--- src/rtl/hamming_pkg.sv ---
// -----------------------------------------------------------------------------
// hamming_pkg
// Shared definitions for the streaming Hamming codec:
//   MODE_ENC / MODE_DEC : per-word mode encodings carried on the 'mode' input
//   par_w(data_w)       : number of Hamming parity bits for a perfect code
//   is_pow2(pos)        : true when a Hamming position holds a parity bit
// -----------------------------------------------------------------------------
package hamming_pkg;

   localparam logic MODE_ENC = 1'b0;
   localparam logic MODE_DEC = 1'b1;

   // Smallest p with 2**p - p - 1 >= data_w. This is exact for the perfect
   // code sizes (4 -> 3, 11 -> 4, 26 -> 5).
   function automatic int par_w(input int data_w);
      int p;
      p = 0;
      for (int i = 1; i <= 8; i++) begin
         if (p == 0 && ((1 << i) - i - 1) >= data_w) p = i;
      end
      return p;
   endfunction

   // Hamming positions are 1-based; parity bits sit at the powers of two.
   function automatic logic is_pow2(input int pos);
      return (pos != 0) && ((pos & (pos - 1)) == 0);
   endfunction

endpackage

--- src/rtl/hamming_syndrome.sv ---
// -----------------------------------------------------------------------------
// hamming_syndrome
// Combinational parity tree over a position-mapped word (bit k = position k+1).
//   word    : HAM_W-bit position-mapped word
//   par     : par[j] = XOR of every bit whose position has bit j set
//   overall : XOR of every bit of word
// With parity slots forced to zero, par is the parity to insert (encode);
// on a received codeword, par is the syndrome (decode).
// -----------------------------------------------------------------------------
module hamming_syndrome
   import hamming_pkg::*;
#(
   parameter  int PAR_W = 3,
   localparam int HAM_W = (1 << PAR_W) - 1
) (
   input  logic [HAM_W-1:0] word,
   output logic [PAR_W-1:0] par,
   output logic             overall
);

   always_comb begin
      par = '0;
      for (int k = 0; k < HAM_W; k++) begin
         for (int j = 0; j < PAR_W; j++) begin
            if ((((k + 1) >> j) % 2) == 1) par[j] = par[j] ^ word[k];
         end
      end
   end

   assign overall = ^word;

endmodule

--- src/rtl/hamming_codec_stream.sv ---
// -----------------------------------------------------------------------------
// hamming_codec_stream
// Two-stage pipelined Hamming encoder/decoder on a valid/ready stream.
// Optional macro HAMMING_SECDED_EN adds an overall parity bit (bit CODE_W-1)
// and double-error detection; without it the block is plain SEC.
//
// Ports:
//   clk, reset          : clock (rising edge), asynchronous active-high reset
//   mode                : 0 = encode, 1 = decode, sampled with in_data
//   in_valid/in_ready   : input handshake
//   in_data             : encode: low DATA_W bits; decode: received codeword
//   out_valid/out_ready : output handshake
//   out_data            : encode: codeword; decode: corrected data (low bits)
//   out_syndrome        : decode syndrome, 0 for encode
//   out_corrected       : decode corrected a single error
//   out_uncorrectable   : decode saw a double error (SECDED only)
//   clr_cnt             : synchronous clear of both counters
//   corr_cnt/uncorr_cnt : saturating counts of flagged output transfers
// -----------------------------------------------------------------------------
module hamming_codec_stream
   import hamming_pkg::*;
#(
   parameter  int DATA_W = 4,
   parameter  int CNT_W  = 8,
   localparam int PAR_W  = par_w(DATA_W),
   localparam int HAM_W  = DATA_W + PAR_W,
`ifdef HAMMING_SECDED_EN
   localparam int CODE_W = HAM_W + 1
`else
   localparam int CODE_W = HAM_W
`endif
) (
   input  logic              clk,
   input  logic              reset,
   input  logic              mode,
   input  logic              in_valid,
   output logic              in_ready,
   input  logic [CODE_W-1:0] in_data,
   output logic              out_valid,
   input  logic              out_ready,
   output logic [CODE_W-1:0] out_data,
   output logic [PAR_W-1:0]  out_syndrome,
   output logic              out_corrected,
   output logic              out_uncorrectable,
   input  logic              clr_cnt,
   output logic [CNT_W-1:0]  corr_cnt,
   output logic [CNT_W-1:0]  uncorr_cnt
);

   if (DATA_W != 4 && DATA_W != 11 && DATA_W != 26) begin : g_bad_data_w
      $error("hamming_codec_stream: DATA_W must be 4, 11 or 26");
   end

   // Spread data bits over the non-power-of-two positions, parity slots zero.
   function automatic logic [HAM_W-1:0] place_data(input logic [DATA_W-1:0] d);
      logic [HAM_W-1:0] w;
      int               n;
      w = '0;
      n = 0;
      for (int k = 0; k < HAM_W; k++) begin
         if (!is_pow2(k + 1)) begin
            w[k] = d[n];
            n++;
         end
      end
      return w;
   endfunction

   // Inverse of place_data: gather the data positions back in ascending order.
   function automatic logic [DATA_W-1:0] extract_data(input logic [HAM_W-1:0] w);
      logic [DATA_W-1:0] d;
      int                n;
      d = '0;
      n = 0;
      for (int k = 0; k < HAM_W; k++) begin
         if (!is_pow2(k + 1)) begin
            d[n] = w[k];
            n++;
         end
      end
      return d;
   endfunction

   // One-hot mask for position s; s = 0 gives no flip.
   function automatic logic [HAM_W-1:0] flip_mask(input logic [PAR_W-1:0] s);
      logic [HAM_W-1:0] m;
      m = '0;
      for (int k = 0; k < HAM_W; k++) begin
         if (s == PAR_W'(k + 1)) m[k] = 1'b1;
      end
      return m;
   endfunction

   logic              adv;
   logic [CODE_W-1:0] in_word;
   logic              vld_p1;
   logic              mode_p1;
   logic [CODE_W-1:0] word_p1;
   logic [PAR_W-1:0]  syn_p1;
   logic              ovr_p1;
   logic              vld_p2;
   logic [CODE_W-1:0] data_p2;
   logic [PAR_W-1:0]  syn_p2;
   logic              corr_p2;
   logic [CODE_W-1:0] nxt_data;
   logic [PAR_W-1:0]  nxt_syn;
   logic              nxt_corr;
   logic [HAM_W-1:0]  enc_word;
   logic [HAM_W-1:0]  flip;
   logic              xfer;

   assign adv      = !vld_p2 || out_ready;
   assign in_ready = !vld_p1 || adv;
   assign xfer     = vld_p2 && out_ready;

   // Encode words enter S1 already position-mapped with empty parity slots,
   // so the single parity tree yields parity (encode) or syndrome (decode).
   always_comb begin
      if (mode == MODE_ENC) in_word = CODE_W'(place_data(in_data[DATA_W-1:0]));
      else                  in_word = in_data;
   end

   // ---- S1: register word and mode --------------------------------------
   always_ff @(posedge clk or posedge reset) begin
      if (reset) begin
         vld_p1  <= 1'b0;
         mode_p1 <= MODE_ENC;
         word_p1 <= '0;
      end else if (in_ready) begin
         vld_p1 <= in_valid;
         if (in_valid) begin
            mode_p1 <= mode;
            word_p1 <= in_word;
         end
      end
   end

   hamming_syndrome #(
      .PAR_W   (PAR_W)
   ) u_syndrome (
      .word    (word_p1[HAM_W-1:0]),
      .par     (syn_p1),
      .overall (ovr_p1)
   );

`ifdef HAMMING_SECDED_EN
   logic nxt_unc;
   logic par_err;
`else
   logic unused_ovr;
   assign unused_ovr = ovr_p1;
`endif

   always_comb begin
      nxt_data = '0;
      nxt_syn  = '0;
      nxt_corr = 1'b0;
      enc_word = word_p1[HAM_W-1:0];
      flip     = '0;
`ifdef HAMMING_SECDED_EN
      nxt_unc  = 1'b0;
      par_err  = 1'b0;
`endif
      if (mode_p1 == MODE_ENC) begin
         for (int j = 0; j < PAR_W; j++) enc_word[(1 << j) - 1] = syn_p1[j];
         nxt_data[HAM_W-1:0] = enc_word;
`ifdef HAMMING_SECDED_EN
         // Data bits' XOR plus inserted parity bits' XOR gives even parity.
         nxt_data[CODE_W-1] = ovr_p1 ^ (^syn_p1);
`endif
      end else begin
         nxt_syn = syn_p1;
`ifdef HAMMING_SECDED_EN
         par_err = ovr_p1 ^ word_p1[CODE_W-1];
         if (par_err) begin
            // Odd overall parity: single error, possibly in the parity bit itself.
            nxt_corr = 1'b1;
            flip     = flip_mask(syn_p1);
         end else if (syn_p1 != '0) begin
            nxt_unc = 1'b1;
         end
`else
         if (syn_p1 != '0) begin
            nxt_corr = 1'b1;
            flip     = flip_mask(syn_p1);
         end
`endif
         nxt_data[DATA_W-1:0] = extract_data(word_p1[HAM_W-1:0] ^ flip);
      end
   end

   // ---- S2: output register with correction and flags -------------------
   always_ff @(posedge clk or posedge reset) begin
      if (reset) begin
         vld_p2  <= 1'b0;
         data_p2 <= '0;
         syn_p2  <= '0;
         corr_p2 <= 1'b0;
      end else if (adv) begin
         vld_p2 <= vld_p1;
         if (vld_p1) begin
            data_p2 <= nxt_data;
            syn_p2  <= nxt_syn;
            corr_p2 <= nxt_corr;
         end
      end
   end

   assign out_valid     = vld_p2;
   assign out_data      = data_p2;
   assign out_syndrome  = syn_p2;
   assign out_corrected = corr_p2;

   always_ff @(posedge clk or posedge reset) begin
      if (reset) begin
         corr_cnt <= '0;
      end else if (clr_cnt) begin
         corr_cnt <= '0;
      end else if (xfer && corr_p2 && (corr_cnt != '1)) begin
         corr_cnt <= corr_cnt + 1'b1;
      end
   end

`ifdef HAMMING_SECDED_EN
   logic unc_p2;

   always_ff @(posedge clk or posedge reset) begin
      if (reset) begin
         unc_p2 <= 1'b0;
      end else if (adv && vld_p1) begin
         unc_p2 <= nxt_unc;
      end
   end

   always_ff @(posedge clk or posedge reset) begin
      if (reset) begin
         uncorr_cnt <= '0;
      end else if (clr_cnt) begin
         uncorr_cnt <= '0;
      end else if (xfer && unc_p2 && (uncorr_cnt != '1)) begin
         uncorr_cnt <= uncorr_cnt + 1'b1;
      end
   end

   assign out_uncorrectable = unc_p2;
`else
   assign out_uncorrectable = 1'b0;
   assign uncorr_cnt        = '0;
`endif

endmodule

--- config.mk ---
export PLATFORM = sky130hd
export DESIGN_NAME = hamming_codec_stream
export DESIGN_NICKNAME = d
export VERILOG_FILES = /design/src/rtl/hamming_pkg.sv /design/src/rtl/hamming_syndrome.sv /design/src/rtl/hamming_codec_stream.sv
export SDC_FILE = /design/constraint.sdc
export NUM_CORES = 1
export LEC_CHECK = 0
export ABC_AREA = 0
export CAP_MARGIN = 20
export CORE_MARGIN = 2
export CORE_UTILIZATION = 30
export DETAILED_ROUTE_END_ITERATION = 10
export PLACE_DENSITY = 0.53
export SYNTH_ARGS = -nofsm -noshare
export SYNTH_HDL_FRONTEND = slang
export SYNTH_SLANG_ARGS = --single-unit
--- constraint.sdc ---
create_clock -name clk -period 2.18 [get_ports clk]
set_input_delay 0.436 -clock clk [delete_from_list [all_inputs] [get_ports clk]]
set_output_delay 0.436 -clock clk [all_outputs]
set_load 0.01 [all_outputs]
==> metrics.yaml <==
worst_setup_path:
  required_ns: 1.74
  start_kind: "input port"
  cp_top_family: "buffers and inverters"
  path_class: "in -> out"
  cp_cell_sequence: "clkdlybuf4s50_1 -> nand3b_1 -> clkdlybuf4s50_1"
  ff2ff_setup_slack_ns: 0.35
  crit_fanout: 4
  worstSetupEndpointType: "primary output"
  max_stage_delay_ns: 0.55
  crit_top_cell: "clkdlybuf4s50_1"
  cp_slowest_cell: "clkdlybuf4s50_1"
  arrival_ns: 1.66
  worst-path-buf-inv: 2
floorplan:
  core.rowCount: 28
  io_pins: 43
  die_y_um: 82.94
  initial_core_util_pct: 31.39
  fp.dieW_um: 82.94
  dieArea_mm2: 0.006878
  core-area_mm2: 0.005956
logic_synthesis:
  synth_flop_cell: "dfrtp_1"
  synth-async-reset-ratio_pct: 100.0
  avgSynthCellArea_um2: 9.074
  netlist_area_mm2: 0.001869
  yosysTopAreaCell: "dfrtp_1"
  synthDistinctLibCells: 46
  yosysTopAreaCellShare_pct: 38.82
  synthTopCellsByArea: "dfrtp_1, nand2_1, xnor2_1"
  ys_ff_latch: 29
  netlist_instances: 206
  yosys_warnings: 0
  synth-edff-count: 0
  ys_seq_area_share_pct: 38.82
cts:
  cts_tree: "yes"
  cts_setup_buffers: 0
  cts_root_buf: "clkbuf_8"
  cts.path.max_buffers: 2
  cts_buffers: 5
  cts_resized: 0
  clk_latency_ns: 0.28
  path_clk_slew_ns: 0.06
  cts_hold_buf: 0
  clock_sinks: 29
  cts_max_level: 2
pwr:
  powerDensity_mw_per_mm2: 810.2
  leakage_uw: 0.0009471
  total_power_uw: 1862
  peakVddDrop_mv: 0.3268
timing:
  final.period_utilization_pct: 95.98
  holdWs_ns: 0.4750
  setup_viol: 0
  skew_ns: 0.004608
  timing.fmax_ghz: 0.4779
  tightest_slew_ns: 0.6080
  slew_viol_final: 0
  slew_headroom_pct: 59.46
  rsz0062_at_grt: "false"
  timing.final.crit_period_ns: 2.092
  hold_viol: 0
  setup_tns_ns: 0
grt:
  antenna_found_initial: 0
  grt_pass1_vias: 1311
  grt_overflow: 0
  grt_use_total_pct: 11.61
  grt_pass1_wl_mm: 6.492
  grt_max_degree: 30
drt:
  drc_errors: 0
  drtAntennaViolNets: 0
  drt_iter0_drc: 59
  wl_mm: 3.796
  dr.pass1.iters: 4
  post_drt_wl_per_cell_um: 12.17
  dr_total_vias: 1439
  viasPerCell: 4.612
place:
  dp.cells: 304
  dp_hpwl_mm: 2.810
  gp_congestion: 0.8366
  numPortBuffers: 33
cells_and_area:
  instances_no_fill: 312
  layout-drive-gt1-share_pct: 8.017
  antenna_cells: 0
  area_growth_pct: 22.96
  n_fill_cell: 644
  nets: 250
min_path:
  min_path_type: "reg -> reg"
status:
  outcome: "finished, final reports clean"
run:
  maxCapViolations: 0
[layout by cell type (no fill, tap or decap), drive strengths merged, types with 5 or more instances in the layout]
master,count
xnor2,16
buf,5
conb,9
o21ai,17
clkbuf,6
nand2b,7
a21oi,8
clkdlybuf4s50,33
nor2,15
mux2i,6
nand2,32
nand3,7
xor2,6
dfrtp,29
[final cells by class]
type | instances | area (um2) | area share [%]
Sequential cell | 29 | 725.7 | 31.57
Tap cell | 75 | 93.84 | 4.083
Multi-Input combinational cell | 159 | 1005 | 43.71
Timing Repair Buffer | 38 | 380.4 | 16.55
Clock inverter | 2 | 10.01 | 0.4355
Clock buffer | 6 | 72.57 | 3.157
Inverter | 3 | 11.26 | 0.4899
[worst min-delay path: cells and delay by family (launching register included)]
kind	cells	cell delay (ns)
DFF	1	0.34
AOI/OAI and AO/OA	1	0.06
and+or+nand+nor	1	0.05
[registers in the layout, summed over array words and instances (netlist names)]
register / cells
corr_cnt: 8
out_corrected: 1
out_data: 7
mode_p1: 1
out_syndrome: 3
word_p1: 7
vld_p1: 1
out_valid: 1
[per-layer routing]
| layer | wire, um | up-vias | global-route usage (%) |
|---|---|---|---|
| li1 | - | 740 | - |
| met1 | 1811 | 653 | 16.53 |
| met2 | 1726 | 41 | 16.79 |
| met3 | 200 | 5 | 3.181 |
| met4 | 57 | 0 | 4.173 |
| met5 | 0 | - | 0 |
[synthesized netlist by cell type, types with 4 or more instances]
cell type / number
xnor2_1: 12
xor2_1: 5
dfrtp_1: 29
buf_6: 4
nand2_1: 32
nand3_1: 7
clkbuf_1: 4
mux2i_1: 6
nand2b_1: 7
a21oi_1: 8
buf_4: 10
nor2_1: 15
o21ai_0: 16
[cells by family (layout without fill, tap and decap cells)]
group / Yosys count / in the layout / synth area share (%)
and+or+nand+nor: 79 / 79 / 20.01
AOI/OAI and AO/OA: 41 / 41 / 13.92
DFF: 29 / 29 / 38.82
buffers and inverters: 26 / 49 / 9.036
xor gates and xnor gates: 22 / 22 / 13.52
muxes: 7 / 7 / 3.815
adders and majority gates: 1 / 1 / 0.6692
other: 1 / 9 / 0.2006
[final timing paths]
check | start | cells after the start | to
worst max-delay path | out_ready | 3 | in_ready
worst min-delay path | out_syndrome[0]$_DFFE_PP0P_ | 2 | out_syndrome[0]$_DFFE_PP0P_
worst max register to register | word_p1[5]$_DFFE_PP0P_ | 5 | out_data[2]$_DFFE_PP0P_
worst min register to register | out_syndrome[0]$_DFFE_PP0P_ | 2 | out_syndrome[0]$_DFFE_PP0P_
max in group asynchronous | reset | 3 | out_data[6]$_DFFE_PP0P_
min in group asynchronous | reset | 3 | word_p1[5]$_DFFE_PP0P_
[where the power goes]
part	internal [uW]	total, uW	switching, uW	leakage [uW]
Combinational	367	682	315	0.000529
Sequential	631	761	131	0.000373
Clock	220	419	198	0.0000450
Total	1220	1860	644	0.000947
[through the flow]
step | worst slack (ns) | util, % | cell area, um2
floorplan | 0.6741 | - | 1899
global placement | 0.1247 | 37.21 | 2216
detailed placement | 0.1055 | 37.21 | 2216
CTS | 0.09436 | 38.59 | 2298
global route | 0.05518 | 38.59 | 2298
finish | 0.08758 | 38.59 | 2298
(Power assumes the default switching activity.)
